`config.mk`:
```
export PLATFORM = sky130hd
export DESIGN_NAME = frame_tx_scheduler_flat
export DESIGN_NICKNAME = d
export VERILOG_FILES = /design/src/rtl/frame_tx_scheduler_pkg.sv /design/src/rtl/frame_tx_scheduler_if.sv /design/src/rtl/frame_tx_scheduler_rr_arbiter.sv /design/src/rtl/frame_tx_scheduler.sv /design/src/flat_wrapper.sv
export SDC_FILE = /design/constraint.sdc
export NUM_CORES = 1
export LEC_CHECK = 0
export ABC_AREA = 1
export ABC_CLOCK_PERIOD_IN_PS = 1600
export CORE_MARGIN = 1
export CORE_UTILIZATION = 39
export CTS_CLUSTER_SIZE = 24
export DETAILED_ROUTE_END_ITERATION = 16
export PLACE_DENSITY_LB_ADDON = 0.1
export SETUP_SLACK_MARGIN = 0.4
export SLEW_MARGIN = 15
export SYNTH_ARGS = -nofsm -noshare
export SYNTH_HDL_FRONTEND = slang
export SYNTH_SLANG_ARGS = --single-unit
```
`constraint.sdc`:
```
create_clock -name clk -period 1.6 [get_ports clk]
set_clock_uncertainty 0.15 [all_clocks]
set_input_delay 0.32 -clock clk [delete_from_list [all_inputs] [get_ports clk]]
set_output_delay 0.32 -clock clk [all_outputs]
set_load 0.02 [all_outputs]
```
`src/rtl/frame_tx_scheduler_pkg.sv`:
```
`default_nettype none
// +--------------------------------------------------------------------------+
// | Module   : frame_tx_scheduler_pkg                                        |
// | Purpose  : Shared definitions for the frame transmit scheduler: frame    |
// |            width, 2-bit FSM state encodings, frame type and an index     |
// |            width helper used by the sharer and its arbiter.              |
// | Ports    : none (package)                                                |
// | Revision : 1.0 - initial release                                         |
// +--------------------------------------------------------------------------+
package frame_tx_scheduler_pkg;

    // Width of one LED frame handed to the encoder.
    localparam int FRAME_SIZE = 16;

    // Scheduler FSM state encodings (legacy 2-bit values).
    localparam logic [1:0] S_IDLE  = 2'd0;
    localparam logic [1:0] S_START = 2'd1;
    localparam logic [1:0] S_DRAIN = 2'd2;
    localparam logic [1:0] S_GAP   = 2'd3;

    typedef logic [FRAME_SIZE-1:0] frame_t;

    // Bits needed to hold a requester index; never less than one bit so a
    // single-requester build still has a legal vector.
    function automatic int idx_width(input int n);
        return (n > 1) ? $clog2(n) : 1;
    endfunction

endpackage
`default_nettype wire

```
`src/rtl/frame_tx_scheduler_if.sv`:
```
`default_nettype none
// +--------------------------------------------------------------------------+
// | Module   : frame_tx_scheduler_if                                         |
// | Purpose  : Bundles the requester handshake and encoder handshake of the  |
// |            frame transmit scheduler.                                     |
// | Ports    : none; signals                                                 |
// |            req_valid/req_data  producers -> scheduler                    |
// |            req_ready/done      scheduler -> producers (1-cycle pulses)   |
// |            enc_start/enc_data  scheduler -> encoder                      |
// |            enc_irq             encoder   -> scheduler                    |
// |            busy/err            scheduler status                          |
// |            modport slave  : scheduler view                               |
// |            modport master : producer/encoder (environment) view          |
// | Revision : 1.0 - initial release                                         |
// +--------------------------------------------------------------------------+
interface frame_tx_scheduler_if #(
    parameter int NUM_REQ = 2
);
    import frame_tx_scheduler_pkg::*;

    logic [NUM_REQ-1:0]            req_valid;
    logic [NUM_REQ*FRAME_SIZE-1:0] req_data;
    logic [NUM_REQ-1:0]            req_ready;
    logic [NUM_REQ-1:0]            done;
    logic                          enc_start;
    logic [FRAME_SIZE-1:0]         enc_data;
    logic                          enc_irq;
    logic                          busy;
    logic                          err;

    modport slave (
        input  req_valid, req_data, enc_irq,
        output req_ready, done, enc_start, enc_data, busy, err
    );

    modport master (
        output req_valid, req_data, enc_irq,
        input  req_ready, done, enc_start, enc_data, busy, err
    );

endinterface
`default_nettype wire

```
`src/rtl/frame_tx_scheduler_rr_arbiter.sv`:
```
`default_nettype none
// +--------------------------------------------------------------------------+
// | Module   : frame_tx_scheduler_rr_arbiter                                 |
// | Purpose  : Purely combinational round-robin arbiter. Picks the first     |
// |            asserted request at or after i_ptr, wrapping to index 0.      |
// | Ports    : i_req       requests, one bit per requester                   |
// |            i_ptr       round-robin start index                           |
// |            o_grant     one-hot grant                                     |
// |            o_grant_idx binary index of the grant                         |
// |            o_any       at least one request present                      |
// | Revision : 1.0 - initial release                                         |
// +--------------------------------------------------------------------------+
module frame_tx_scheduler_rr_arbiter #(
    parameter int NUM_REQ = 2,
    parameter int IDX_W   = 1
) (
    input  wire logic [NUM_REQ-1:0] i_req,
    input  wire logic [IDX_W-1:0]   i_ptr,
    output logic      [NUM_REQ-1:0] o_grant,
    output logic      [IDX_W-1:0]   o_grant_idx,
    output logic                    o_any
);

    // Two ascending scans: first the indices at/after the pointer, then the
    // wrapped indices below it. Loop indices stay constant after unrolling.
    always_comb begin
        o_grant     = '0;
        o_grant_idx = '0;
        o_any       = 1'b0;
        for (int j = 0; j < NUM_REQ; j++) begin
            if (!o_any && (j >= int'(i_ptr)) && i_req[j]) begin
                o_any       = 1'b1;
                o_grant[j]  = 1'b1;
                o_grant_idx = IDX_W'(j);
            end
        end
        for (int j = 0; j < NUM_REQ; j++) begin
            if (!o_any && (j < int'(i_ptr)) && i_req[j]) begin
                o_any       = 1'b1;
                o_grant[j]  = 1'b1;
                o_grant_idx = IDX_W'(j);
            end
        end
    end

endmodule
`default_nettype wire

```
`src/rtl/frame_tx_scheduler.sv`:
```
`default_nettype none
// +--------------------------------------------------------------------------+
// | Module   : frame_tx_scheduler                                            |
// | Purpose  : Shares one LED encoder between NUM_REQ frame sources using    |
// |            round-robin arbitration, latches the granted frame, drives    |
// |            the encoder start/irq handshake and inserts an inter-frame    |
// |            gap of GAP_CYCLES idle cycles after every frame.              |
// | Ports    : clk    single clock, all logic on rising edge                 |
// |            reset  asynchronous, active-high                              |
// |            bus    frame_tx_scheduler_if.slave (requester + encoder side) |
// | Options  : LIGHTIO_TX_TIMEOUT_EN - when defined, S_START is abandoned    |
// |            after TIMEOUT_CYCLES without enc_irq and err pulses; when     |
// |            undefined, err is tied low and S_START waits indefinitely.    |
// | Revision : 1.0 - initial release                                         |
// +--------------------------------------------------------------------------+
module frame_tx_scheduler
    import frame_tx_scheduler_pkg::*;
#(
    parameter int NUM_REQ        = 2,
    parameter int GAP_CYCLES     = 16,
    parameter int TIMEOUT_CYCLES = 4096
) (
    input  wire logic           clk,
    input  wire logic           reset,
    frame_tx_scheduler_if.slave bus
);

    localparam int c_idx_w = idx_width(NUM_REQ);
    localparam int c_gap_w = (GAP_CYCLES > 0) ? $clog2(GAP_CYCLES + 1) : 1;

    logic [1:0]         r_state;
    logic [c_idx_w-1:0] r_rr_ptr;
    logic [NUM_REQ-1:0] r_owner_oh;
    logic               r_enc_start;
    frame_t             r_enc_data;
    logic [NUM_REQ-1:0] r_done;
    logic [c_gap_w-1:0] r_gap;

    logic [NUM_REQ-1:0] w_grant;
    logic [c_idx_w-1:0] w_grant_idx;
    logic               w_any;
    logic [c_idx_w-1:0] w_ptr_next;
    frame_t             w_grant_data;
    logic               w_tmo_hit;

    frame_tx_scheduler_rr_arbiter #(
        .NUM_REQ (NUM_REQ),
        .IDX_W   (c_idx_w)
    ) u_rr_arbiter (
        .i_req       (bus.req_valid),
        .i_ptr       (r_rr_ptr),
        .o_grant     (w_grant),
        .o_grant_idx (w_grant_idx),
        .o_any       (w_any)
    );

    // Pointer moves one past the winner so the winner becomes lowest priority.
    assign w_ptr_next = (int'(w_grant_idx) == NUM_REQ - 1) ? '0
                                                           : w_grant_idx + c_idx_w'(1);

    // One-hot grant selects the frame; an AND-OR mux avoids a variable slice.
    always_comb begin
        w_grant_data = '0;
        for (int j = 0; j < NUM_REQ; j++) begin
            if (w_grant[j]) begin
                w_grant_data = bus.req_data[j*FRAME_SIZE +: FRAME_SIZE];
            end
        end
    end

`ifdef LIGHTIO_TX_TIMEOUT_EN
    localparam int c_tmo_w = $clog2(TIMEOUT_CYCLES + 1);

    logic [c_tmo_w-1:0] r_tmo;
    logic               r_err;

    // Fires on the TIMEOUT_CYCLES-th S_START cycle that saw no enc_irq; an
    // irq arriving on that same edge still wins in the FSM.
    assign w_tmo_hit = (r_state == S_START) && !bus.enc_irq &&
                       (r_tmo == c_tmo_w'(TIMEOUT_CYCLES - 1));

    always_ff @(posedge clk or posedge reset) begin
        if (reset) begin
            r_tmo <= '0;
            r_err <= 1'b0;
        end else begin
            r_err <= w_tmo_hit;
            if ((r_state == S_START) && !bus.enc_irq && !w_tmo_hit) begin
                r_tmo <= r_tmo + c_tmo_w'(1);
            end else begin
                r_tmo <= '0;
            end
        end
    end

    assign bus.err = r_err;
`else
    logic w_unused_timeout;

    assign w_tmo_hit        = 1'b0;
    assign w_unused_timeout = (TIMEOUT_CYCLES == 0);
    assign bus.err          = 1'b0;
`endif

    always_ff @(posedge clk or posedge reset) begin
        if (reset) begin
            r_state     <= S_IDLE;
            r_rr_ptr    <= '0;
            r_owner_oh  <= '0;
            r_enc_start <= 1'b0;
            r_enc_data  <= '0;
            r_done      <= '0;
            r_gap       <= '0;
        end else begin
            r_done <= '0;
            case (r_state)
                S_IDLE: begin
                    // enc_irq is deliberately not looked at here.
                    if (w_any) begin
                        r_enc_data  <= w_grant_data;
                        r_owner_oh  <= w_grant;
                        r_rr_ptr    <= w_ptr_next;
                        r_enc_start <= 1'b1;
                        r_state     <= S_START;
                    end
                end
                S_START: begin
                    if (bus.enc_irq) begin
                        r_enc_start <= 1'b0;
                        r_state     <= S_DRAIN;
                    end else if (w_tmo_hit) begin
                        // Abandoned frame: no done pulse, but the gap still
                        // applies before the next grant.
                        r_enc_start <= 1'b0;
                        if (GAP_CYCLES == 0) begin
                            r_state <= S_IDLE;
                        end else begin
                            r_gap   <= c_gap_w'(GAP_CYCLES);
                            r_state <= S_GAP;
                        end
                    end
                end
                S_DRAIN: begin
                    // The frame only counts as sent once the encoder has
                    // released irq, so a stuck-high irq cannot skip a frame.
                    if (!bus.enc_irq) begin
                        r_done <= r_owner_oh;
                        if (GAP_CYCLES == 0) begin
                            r_state <= S_IDLE;
                        end else begin
                            r_gap   <= c_gap_w'(GAP_CYCLES);
                            r_state <= S_GAP;
                        end
                    end
                end
                S_GAP: begin
                    r_gap <= r_gap - c_gap_w'(1);
                    if (r_gap == c_gap_w'(1)) begin
                        r_state <= S_IDLE;
                    end
                end
                default: begin
                    r_state <= S_IDLE;
                end
            endcase
        end
    end

    // Acceptance is combinational so the producer sees it in the grant cycle.
    assign bus.req_ready = (r_state == S_IDLE) ? w_grant : '0;
    assign bus.done      = r_done;
    assign bus.enc_start = r_enc_start;
    assign bus.enc_data  = r_enc_data;
    assign bus.busy      = (r_state != S_IDLE);

endmodule
`default_nettype wire

```
`src/flat_wrapper.sv`:
```
// flat-port wrapper written by rule: the top's interface ports become plain ports
module frame_tx_scheduler_flat import frame_tx_scheduler_pkg::*;
#(
    parameter int NUM_REQ        = 2,
    parameter int GAP_CYCLES     = 16,
    parameter int TIMEOUT_CYCLES = 4096
)
  (clk, reset, bus_req_valid, bus_req_data, bus_enc_irq, bus_req_ready, bus_done, bus_enc_start, bus_enc_data, bus_busy, bus_err);
  frame_tx_scheduler_if #(.NUM_REQ(NUM_REQ)) bus_i ();
  input  wire logic clk;
  input  wire logic reset;
  input wire logic [$bits(bus_i.req_valid)-1:0] bus_req_valid;
  input wire logic [$bits(bus_i.req_data)-1:0] bus_req_data;
  input wire logic [$bits(bus_i.enc_irq)-1:0] bus_enc_irq;
  output wire logic [$bits(bus_i.req_ready)-1:0] bus_req_ready;
  output wire logic [$bits(bus_i.done)-1:0] bus_done;
  output wire logic [$bits(bus_i.enc_start)-1:0] bus_enc_start;
  output wire logic [$bits(bus_i.enc_data)-1:0] bus_enc_data;
  output wire logic [$bits(bus_i.busy)-1:0] bus_busy;
  output wire logic [$bits(bus_i.err)-1:0] bus_err;
  assign bus_i.req_valid = bus_req_valid;
  assign bus_i.req_data = bus_req_data;
  assign bus_i.enc_irq = bus_enc_irq;
  assign bus_req_ready = bus_i.req_ready;
  assign bus_done = bus_i.done;
  assign bus_enc_start = bus_i.enc_start;
  assign bus_enc_data = bus_i.enc_data;
  assign bus_busy = bus_i.busy;
  assign bus_err = bus_i.err;
  frame_tx_scheduler #(.NUM_REQ(NUM_REQ), .GAP_CYCLES(GAP_CYCLES), .TIMEOUT_CYCLES(TIMEOUT_CYCLES)) u_core (.clk(clk), .reset(reset), .bus(bus_i));
endmodule
```
==> results by group, run 1 <==
Synth
  – Post-Syn Area: roughly 0.0016 sq mm
  – Number of flops mapped to enable cells by yosys: 0
  – Adder-cell share of the synthesized area: 0.04792
  – Distinct cells, synth: 22
  – Cells after Synth: between 200 and 250
  – Register area share after synthesis: 0.4633
  – Post-Synth XOR/XNOR Area: 0.01118
  – Mux cell area share after synthesis: 0
  – YS warnings: 0
  – Post-synth top cells: nand2_1, inv_1, dfrtp_1
  – Largest cells by area after synthesis: dfrtp_1, nand2_1, inv_1
  – Compound-Gate Fraction of Synth Area: 0.09185
  – Largest family of logic cells by synthesized area: simple AND/OR/NAND/NOR gates
  – FFs w/ async S/R, synth: 1.000
  – Synth top area share: 0.4633
  – Yosys reg bits: 29
  – Simple-gate share of the synthesized area: 0.2676
  – Most instantiated library cell after synthesis: nand2_1
  – Syn_area_per_cell: between 7 and 8 sq um
  – Post-synth top flop: dfrtp_1
  – Synth area leader: dfrtp_1
  – Syn_nets: roughly 250

Power and ir drop
  – Tot Pwr: approximately 4.7 mW
  – Leak: approximately 1.4 nW
  – Largest vdd supply drop: between 0.001 and 0.0015 V
  – PwrDens: between 1500 and 2000 mW/mm^2

Global route
  – Initial antenna violation count: 0
  – Vias in the first global route: roughly 1,400
  – GRT overflow: 0
  – Largest net degree at the start of global routing: 36
  – First-pass GRT wire length: about 6 mm
  – Tot GR Track Use: 0.1933

Route
  – DRT antenna net count: 0
  – Initial DRC count: between 60 and 70
  – DR pass1 iterations: 4
  – Vias/cell: 4.465
  – Vias: between 1,500 and 2,000
  – WL/cell: about 11 um
  – DRT Wirelength: between 3 and 4 mm
  – DRC Markers: 0

Timing
  – Fmax: 600.9 MHz
  – Setup Viol. Count Final: 7
  – Worst hold slack: about 220 ps
  – Final TNS setup: -117.5 ps
  – Count of final max-slew check failures: 0
  – Hold Fails Final Rpt: 0
  – Worst setup margin: -64.05 ps
  – Post-route minimum period: 1664 ps
  – RSZ-0062 raised after global routing: yes
  – Final period utilization: 1.040

Finish
  – Post-Layout Cell Count: between 300 and 400
  – Area Overhead vs Synth: 71.73%
  – Fin nets: between 300 and 400
  – Layout cells sized above 1: 0.3523
  – Final Cell Area: approximately 0.0027 sq mm
  – Filler cell count in the final layout: 303
  – Ant diodes: 0
  – Final Util: 0.7186

CTS
  – CTS Hold Bufs: 0
  – Clk root buf: clkbuf_8
  – Cts bufs inserted: 5
  – H-Tree Depth: 2
  – Clk_lat worst skew: just under 300 ps
  – Clock transition at path regs: 60 ps
  – CTS tree: yes
  – Sink Count: 29
  – Clock Tree Buf Depth: 2

Outcome
  – Failing checks: setup timing
  – Status: complete, but fails checks

Run
  – Max_cap viols: 0

Setup path
  – Critical Path Start Type: flop
  – Worst EP arrival: approximately 1200 ps
  – Worst Path Max Fanout: 3
  – Worst endpoint required time: between 1000 and 1500 ps
  – CP Capture Type: output port
  – Critical path class: flop to output port

Placed design
  – Dpl ws: -575.2 ps
  – Placer Congestion: about 0.76
  – Dpl cells: 328
  – Port Buffers: 58
  – Placed Area: 0.002354 sq mm
  – Post-DP HPWL: around 2.6 mm

Floorplanning
  – Row count: 22
  – Die height: 65.38 um
  – DIE WIDTH: around 65 um
  – Core box area: about 0.0037 sq mm
  – # IOs: 60
  – Total die area: ~0.0043 sq mm
  – Initial Util: 0.4184

Worst hold path
  – Hold crit path type: primary input to asynchronous set/reset pin
metal layers:
metal / track usage / up-vias / share of wire
met5: 0 / - / 0
met3: 0.07639 / 7 / 0.071
met2: 0.3041 / 46 / 0.47
met4: 0.08152 / 0 / 0.021
met1: 0.2335 / 687 / 0.44
li1: - / 805 / -
final timing paths:
path	start	end	slack (ps)	cells past startpoint
setup / recovery	u_core.r_state[1]	bus_req_ready[1]	-60	5
hold / removal	reset	u_core.bus.done[0]	220	3
setup reg to reg	u_core.r_state[0]	u_core.r_gap[2]	-10	9
hold reg to reg	u_core.r_owner_oh[1]	u_core.bus.done[1]	350	2
max in group asynchronous	reset	u_core.bus.enc_data[14]	910	3
min in group clk	u_core.r_owner_oh[1]	u_core.bus.done[1]	350	2
sequential cells by signal, summed over array words and instances (netlist names):
register and count:
u_core.bus.enc_data 16, u_core.bus.enc_start 1, u_core.r_owner_oh 2, u_core.bus.done 2, u_core.r_state 2, u_core.r_rr_ptr 1
u_core.r_gap 5
cells by family (layout without fill, tap and decap cells):
family / after synthesis / in the layout
simple gates: 105 / 105
xor+xnor: 2 / 2
fa+ha+maj: 6 / 6
buf+inv: 42 / 130
flops: 29 / 29
other cells: 1 / 1
compound gates: 25 / 25
worst max-delay path, cell delays in order (launching register included):
cell and delay (ps):
dfrtp_1 390, inv_2 80, ha_4 180, inv_6 40
nor2_4 80, buf_6 120
report_power, final:
group,internal [mW],total [mW],switching [mW]
Combinational,1.41,2.89,1.47
Sequential,1.06,1.26,0.203
Clock,0.300,0.589,0.289
cell usage in the layout (no fill, tap or decap), drive strengths merged:
master         instances
buf                   50
nand3                  6
nand2                 82
or2                    1
clkbuf                 6
nand4                  3
clkinv                 2
conb                   1
a31oi                  1
dfrtp                 29
nor2                  13
xor2                   1
a21oi                  2
clkdlybuf4s50         34
dlygate4sd2            2
o21bai                 1
ha                     6
xnor2                  1
o21ai                 21
inv                   36
layout make-up:
type | count | area, sq um | area share
flip-flops and latches | 29 | 725.7 | 0.2698
inverters | 36 | 140.1 | 0.05209
well taps | 48 | 60.06 | 0.02233
repair buffers | 86 | 855.8 | 0.3181
clock buffers | 6 | 72.57 | 0.02698
multi-input cells | 139 | 825.8 | 0.3070
clock inverters | 2 | 10.01 | 0.003721
timing repair:
item	4_1_cts	5_1_grt
pin swaps	21	10
resized for setup	167	11
endpoints found under the setup margin	51	51
gates cloned	0	0
setup buffers	2	8
Note: power is estimated with default switching activity, not from simulation.
==> run 2, diff against run 1 <==
--- a/config.mk
+++ b/config.mk
@@ -13,6 +13,7 @@
 export DETAILED_ROUTE_END_ITERATION = 16
 export PLACE_DENSITY_LB_ADDON = 0.1
 export SETUP_SLACK_MARGIN = 0.4
+export SKIP_CTS_REPAIR_TIMING = 1
 export SLEW_MARGIN = 15
 export SYNTH_ARGS = -nofsm -noshare
 export SYNTH_HDL_FRONTEND = slang
==> run 2 against run 1 <==
Power shrank 2.0%. Die area is the same. The run still ends with setup timing left. Highest routed layer unchanged. Clock-buffer cell count is the same. Global-route usage shrank 1.1 points. Via count shrank 1.6%. Maximum frequency shrank 0.76%. Utilization shrank 1.7 points. Design area shrank 2.3%. First-iteration DRC count shrank 27%. Non-clock buffer count shrank 1. Critical path depth is the same. Combinational power shrank 3%.
==> results by group, run 2 (same netlist as run 1, synthesis figures left out) <==
Route
  – DR top layer: met4
  – Initial DRC count: 46 (-27%)
  – Vias/cell: 4.409 (-1.3%)
  – DR pass1 iterations: 4 (unchanged)
  – WL/cell: 11.18 um (-2.0%)
  – DRC Markers: 0 (unchanged)
  – M1 WL: 1.756 mm (+1.0%)
  – DRT Wirelength: 3.858 mm (-2.3%)
  – Vias: 1,521 (-1.6%)
  – Met3 WL: 278 um (-0.71%)
  – Metal2 WL: 1.784 mm (-3.4%)
  – DRT antenna net count: 0 (unchanged)

Floorplanning
  – Die height: 65.38 um (unchanged)
  – DIE WIDTH: 65.38 um (unchanged)
  – Initial Util: 0.4184 (unchanged)
  – Core box area: 0.003744 sq mm (unchanged)
  – Row count: 22 (unchanged)
  – # IOs: 60 (unchanged)
  – Total die area: 0.004274 sq mm (unchanged)

Finish
  – Area Overhead vs Synth: 67.73%
  – Multi-input gate area: 774.5 sq um (-6.2%)
  – Layout cells sized above 1: 0.2896 (-0.06279)
  – Most frequent cells in the layout: nand2_1, clkdlybuf4s50_1, dfrtp_1
  – Register Area: 725.7 sq um (unchanged)
  – Commonest non-fill, non-tap cell in the layout: nand2_1
  – Final Util: 0.7019 (-0.01671)
  – Final Cell Area: 0.002628 sq mm (-2.3%)
  – Filler cell count in the final layout: 314 (+3.6%)
  – Fin nets: 339 (-0.29%)
  – Ant diodes: 0 (unchanged)
  – Max FFs per register: 16 (unchanged)

Power and ir drop
  – Largest vdd supply drop: 0.001122 V (-5.9%)
  – Sw Ratio: 0.4109 (-0.004247)
  – Switching power: 1.907 mW (-3.0%)
  – Internal Power: 2.734 mW (-1.3%)
  – Leak: 1.345 nW (-1.5%)
  – PwrDens: 1766 mW/mm^2 (+0.32%)
  – Clock power share: 0.126 (+0.002)
  – Combinational share of power: 0.603 (-0.006)
  – Seq pwr share: 0.270 (+0.004)
  – Tot Pwr: 4.640 mW (-2.0%)

Outcome
  – Failing checks: setup timing
  – Status: complete, but fails checks

Global route
  – GRT overflow: 0 (unchanged)
  – Vias in the first global route: 1,387 (-3.1%)
  – Tot GR Track Use: 0.1819 (-0.01148)
  – Largest net degree at the start of global routing: 36 (unchanged)
  – Initial antenna violation count: 0 (unchanged)
  – First-pass GRT wire length: 5.830 mm (-4.6%)

Timing
  – Setup Viol. Count Final: 4 (-3)
  – Final TNS setup: -190.7 ps (-73.20 ps)
  – Fmax: 596.4 MHz (-0.76%)
  – Final period utilization: 1.048 (+0.007952)
  – Worst setup margin: -76.78 ps (-12.72 ps)
  – Post-route minimum period: 1677 ps (+12.72 ps)
  – RSZ-0062 raised after global routing: yes
  – Count of final max-slew check failures: 0 (unchanged)
  – Hold Fails Final Rpt: 0 (unchanged)

Setup path
  – CP max stage cell: dfrtp_1
  – Critical Path Start Type: flop
  – Worst Path Max Fanout: 3 (unchanged)
  – Cell family with the largest share of critical-path delay: flip-flops
  – Critical path class: flop to output port
  – CP Capture Type: output port
  – Critical path depth: 5 (unchanged)
  – Worst endpoint required time: 1130 ps (about the same)
  – Worst EP arrival: 1210 ps (+20 ps)
  – R2R cell count: 9 (unchanged)
  – Largest stage delay, worst path: 390 ps (about the same)
  – Worst path cell trace: inv_2, ha_4, inv_6, nor2_4, buf_6
  – CP Buf/Inv Count: 3 (unchanged)

CTS
  – Cts bufs inserted: 5 (unchanged)
  – Clock transition at path regs: 60 ps (about the same)
  – H-Tree Depth: 2 (unchanged)
  – Sink Count: 29 (unchanged)
  – Clk_lat worst skew: 290 ps (about the same)
  – CTS tree: yes
  – Clk root buf: clkbuf_8
  – Clock Tree Buf Depth: 2 (unchanged)

Placed design
  – Port Buffers: 58 (unchanged)
  – Dpl ws: -575.2 ps (unchanged)
  – Post-DP HPWL: 2.564 mm (unchanged)
  – Placed Area: 0.002354 sq mm (unchanged)
  – Placer Congestion: 0.7622 (unchanged)

Worst hold path
  – Hold crit path type: primary input to asynchronous set/reset pin

Run
  – Max_cap viols: 0 (unchanged)
==> run 2: final timing paths <==
check                                     startpoint                 endpoint  slack (ps)
worst min register to register  u_core.r_owner_oh[1]       u_core.bus.done[1]         350
worst max register to register     u_core.r_state[0]          u_core.r_gap[3]         -50
max in group asynchronous                      reset  u_core.bus.enc_data[10]         910
worst max-delay path               u_core.r_state[0]         bus_req_ready[1]         -80
worst min-delay path                           reset       u_core.bus.done[0]         220
min in group clk                    bus_req_valid[0]     u_core.r_owner_oh[0]         330
==> run 2: through the flow <==
stage,cells,hold slack (ps)
after floorplan,210,248.1
after global placement,328,324.3
after detailed placement,328,338.8
after CTS,336,227.1
after global routing,345,245.0
final,345,224.0
==> run 2: power groups by stage <==
stage	sequential, mW	combinational (mW)	clock [mW]
global route	1.29	3.07	0.624
global placement	1.22	2.35	0
detailed placement	1.22	2.36	0
CTS	1.22	2.38	0.602
floorplan	1.46	1.18	0
finish	1.26	2.80	0.585
==> run 2: layout make-up <==
cell class                 instances  area share
clock buffer                       6     0.02762
clock inverter                     2    0.003810
inverter                          36     0.05333
multi-input combinational        139      0.2948
sequential                        29      0.2762
tap                               48     0.02286
timing repair buffer              85      0.3214
==> run 2: per-layer routing <==
metal	GRT usage	vias to the layer above
met1	0.2236	671
met4	0.08967	0
met2	0.2784	41
met3	0.06771	4
met5	0	-
li1	-	805
==> run 2: worst reg2reg max path: cells and delay by family, from the launching register on <==
family | cells | cell delay, ps
AOI/OAI and AO/OA | 1 | 190
DFF | 1 | 360
xor gates and xnor gates | 1 | 130
adders and majority gates | 1 | 170
buffers and inverters | 4 | 450
and+or+nand+nor | 2 | 80
==> run 3, diff against run 2 <==
--- a/config.mk
+++ b/config.mk
@@ -7,11 +7,12 @@
 export LEC_CHECK = 0
 export ABC_AREA = 1
 export ABC_CLOCK_PERIOD_IN_PS = 1600
+export CAP_MARGIN = 20
 export CORE_MARGIN = 1
 export CORE_UTILIZATION = 39
 export CTS_CLUSTER_SIZE = 24
 export DETAILED_ROUTE_END_ITERATION = 16
-export PLACE_DENSITY_LB_ADDON = 0.1
+export PLACE_DENSITY = 0.75
 export SETUP_SLACK_MARGIN = 0.4
 export SKIP_CTS_REPAIR_TIMING = 1
 export SLEW_MARGIN = 15
==> run 3 against run 2 <==
The run still ends with setup timing left. Register-to-register slack better by 30 ps. Critical path depth stayed put. Flip-flop and latch count stayed put. Via count is 7.8% higher. Non-clock buffer count is 6 higher. Maximum frequency is 0.41% higher. Utilization is 6.3 points higher. Clock-buffer cell count is 1 higher. Design area is 9.0% higher.
==> results by group, run 3 (same netlist as run 1, synthesis figures left out) <==
CTS
  – Clock Tree Buf Depth: 2 (unchanged)
  – Cts bufs inserted: 5 (unchanged)
  – CTS tree: yes
  – Clk_lat worst skew: 280 ps (about the same)
  – H-Tree Depth: 2 (unchanged)
  – Clock transition at path regs: 60 ps (about the same)
  – Sink Count: 29 (unchanged)
  – Clk root buf: clkbuf_8

Global route
  – Tot GR Track Use: 0.1844 (+0.002564)
  – First-pass GRT wire length: 5.913 mm (+1.4%)
  – Largest net degree at the start of global routing: 30 (-17%)
  – Vias in the first global route: 1,422 (+2.5%)
  – Initial antenna violation count: 0 (unchanged)
  – GRT overflow: 0 (unchanged)

Power and ir drop
  – Leak: 1.481 nW (+10%)
  – Tot Pwr: 5.266 mW (+13%)
  – PwrDens: 1839 mW/mm^2 (+4.2%)
  – Largest vdd supply drop: 0.0009650 V (-14%)

Floorplanning
  – Initial Util: 0.4184 (unchanged)
  – Core box area: 0.003744 sq mm (unchanged)
  – # IOs: 60 (unchanged)
  – Total die area: 0.004274 sq mm (unchanged)
  – DIE WIDTH: 65.38 um (unchanged)
  – Row count: 22 (unchanged)
  – Die height: 65.38 um (unchanged)

Finish
  – Ant diodes: 0 (unchanged)
  – Area Overhead vs Synth: 82.75%
  – Max FFs per register: 16 (unchanged)
  – Post-Layout Cell Count: 351 (+1.7%)
  – Fin nets: 345 (+1.8%)
  – Most frequent cells in the layout: nand2_1, clkdlybuf4s50_1, dfrtp_1
  – Layout cells sized above 1: 0.3795 (+0.08998)
  – Commonest non-fill, non-tap cell in the layout: nand2_1
  – Final Cell Area: 0.002863 sq mm (+9.0%)

Outcome
  – Failing checks: setup timing
  – Status: complete, but fails checks

Route
  – DRT Wirelength: 4.389 mm (+14%)
  – Vias: 1,640 (+7.8%)
  – DRT antenna net count: 0 (unchanged)
  – WL/cell: 12.50 um (+12%)
  – Vias/cell: 4.672 (+6.0%)
  – DRC Markers: 0 (unchanged)
  – DR pass1 iterations: 4 (unchanged)
  – Initial DRC count: 50 (+8.7%)

Setup path
  – Reg-to-Reg End: u_core.bus.enc_data[10]
  – R2R cell count: 9 (unchanged)
  – Flop-to-flop setup slack: -20 ps (+30 ps)
  – Worst Path Max Fanout: 3 (unchanged)
  – Worst endpoint required time: 1130 ps (about the same)
  – Critical Path Start Type: flop
  – Worst EP arrival: 1200 ps (about the same)
  – CP Capture Type: output port
  – FF-to-FF Start: u_core.r_state[0]
  – Critical path class: flop to output port

Timing
  – Count of final max-slew check failures: 0 (unchanged)
  – Setup Viol. Count Final: 10 (+6)
  – Hold Fails Final Rpt: 0 (unchanged)
  – Final period utilization: 1.044 (-0.004281)
  – Worst setup margin: -69.93 ps (+6.849 ps)
  – Post-route minimum period: 1670 ps (-6.849 ps)
  – Fmax: 598.8 MHz (+0.41%)
  – Worst hold slack: 233.0 ps (+9.032 ps)
  – RSZ-0062 raised after global routing: yes

Placed design
  – Post-DP HPWL: 2.585 mm (+0.83%)
  – Placed Area: 0.002361 sq mm (+0.32%)
  – Dpl cells: 329 (+0.30%)
  – Placer Congestion: 0.7342 (-3.7%)
  – Port Buffers: 58 (unchanged)

Worst hold path
  – Hold crit path type: primary input to asynchronous set/reset pin

Run
  – Max_cap viols: 0 (unchanged)
run 3: critical path, stage by stage, from the launching register on:
cell and delay, ps:
dfrtp_1 390, inv_2 80, ha_4 170, inv_6 40
buf_6 120, buf_6 120
run 3: worst max path at each step:
stage | endpoint | startpoint | slack, ps | depth (start not counted)
2_1_floorplan | u_core.r_owner_oh[1] | u_core.r_state[1] | 160 | 6
3_3_place_gp | bus_req_ready[0] | bus_req_valid[1] | -560 | 7
3_5_place_dp | bus_req_ready[0] | bus_req_valid[0] | -570 | 6
4_1_cts | bus_req_ready[1] | u_core.r_state[1] | -580 | 5
5_1_grt | bus_busy | u_core.r_state[1] | -130 | 5
6_report | bus_busy | u_core.r_state[0] | -70 | 5
run 3: area by class of cell:
cell class	instances	area (sq um)
Timing Repair Buffer	91	963.4
Fill cell	273	880.8
Inverter	36	142.6
Clock inverter	1	5.005
Clock buffer	7	96.34
Tap cell	48	60.06
Multi-Input combinational cell	139	869.6
Sequential cell	29	725.7
run 3: metal layers:
metal | up-vias | share of wire | track usage
li1 | 817 | - | -
met3 | 8 | 0.067 | 0.06771
met4 | 0 | 0.018 | 0.06522
met2 | 52 | 0.50 | 0.3003
met1 | 763 | 0.42 | 0.2226
met5 | - | 0 | 0
run 3: metrics by stage:
step	setup TNS (ps)	util	worst slack [ps]
after floorplan	0	-	161.3
after global placement	-5337	0.6307	-562.5
after detailed placement	-6154	0.6307	-571.7
after CTS	-3767	0.6578	-577.1
after global routing	-1409	0.7647	-126.2
final	-242.7	0.7647	-69.93
run 3: power by group:
part	internal, mW	switching (mW)
combinational	1.68	1.66
sequential	1.06	0.205
clock	0.388	0.281
total	3.12	2.14
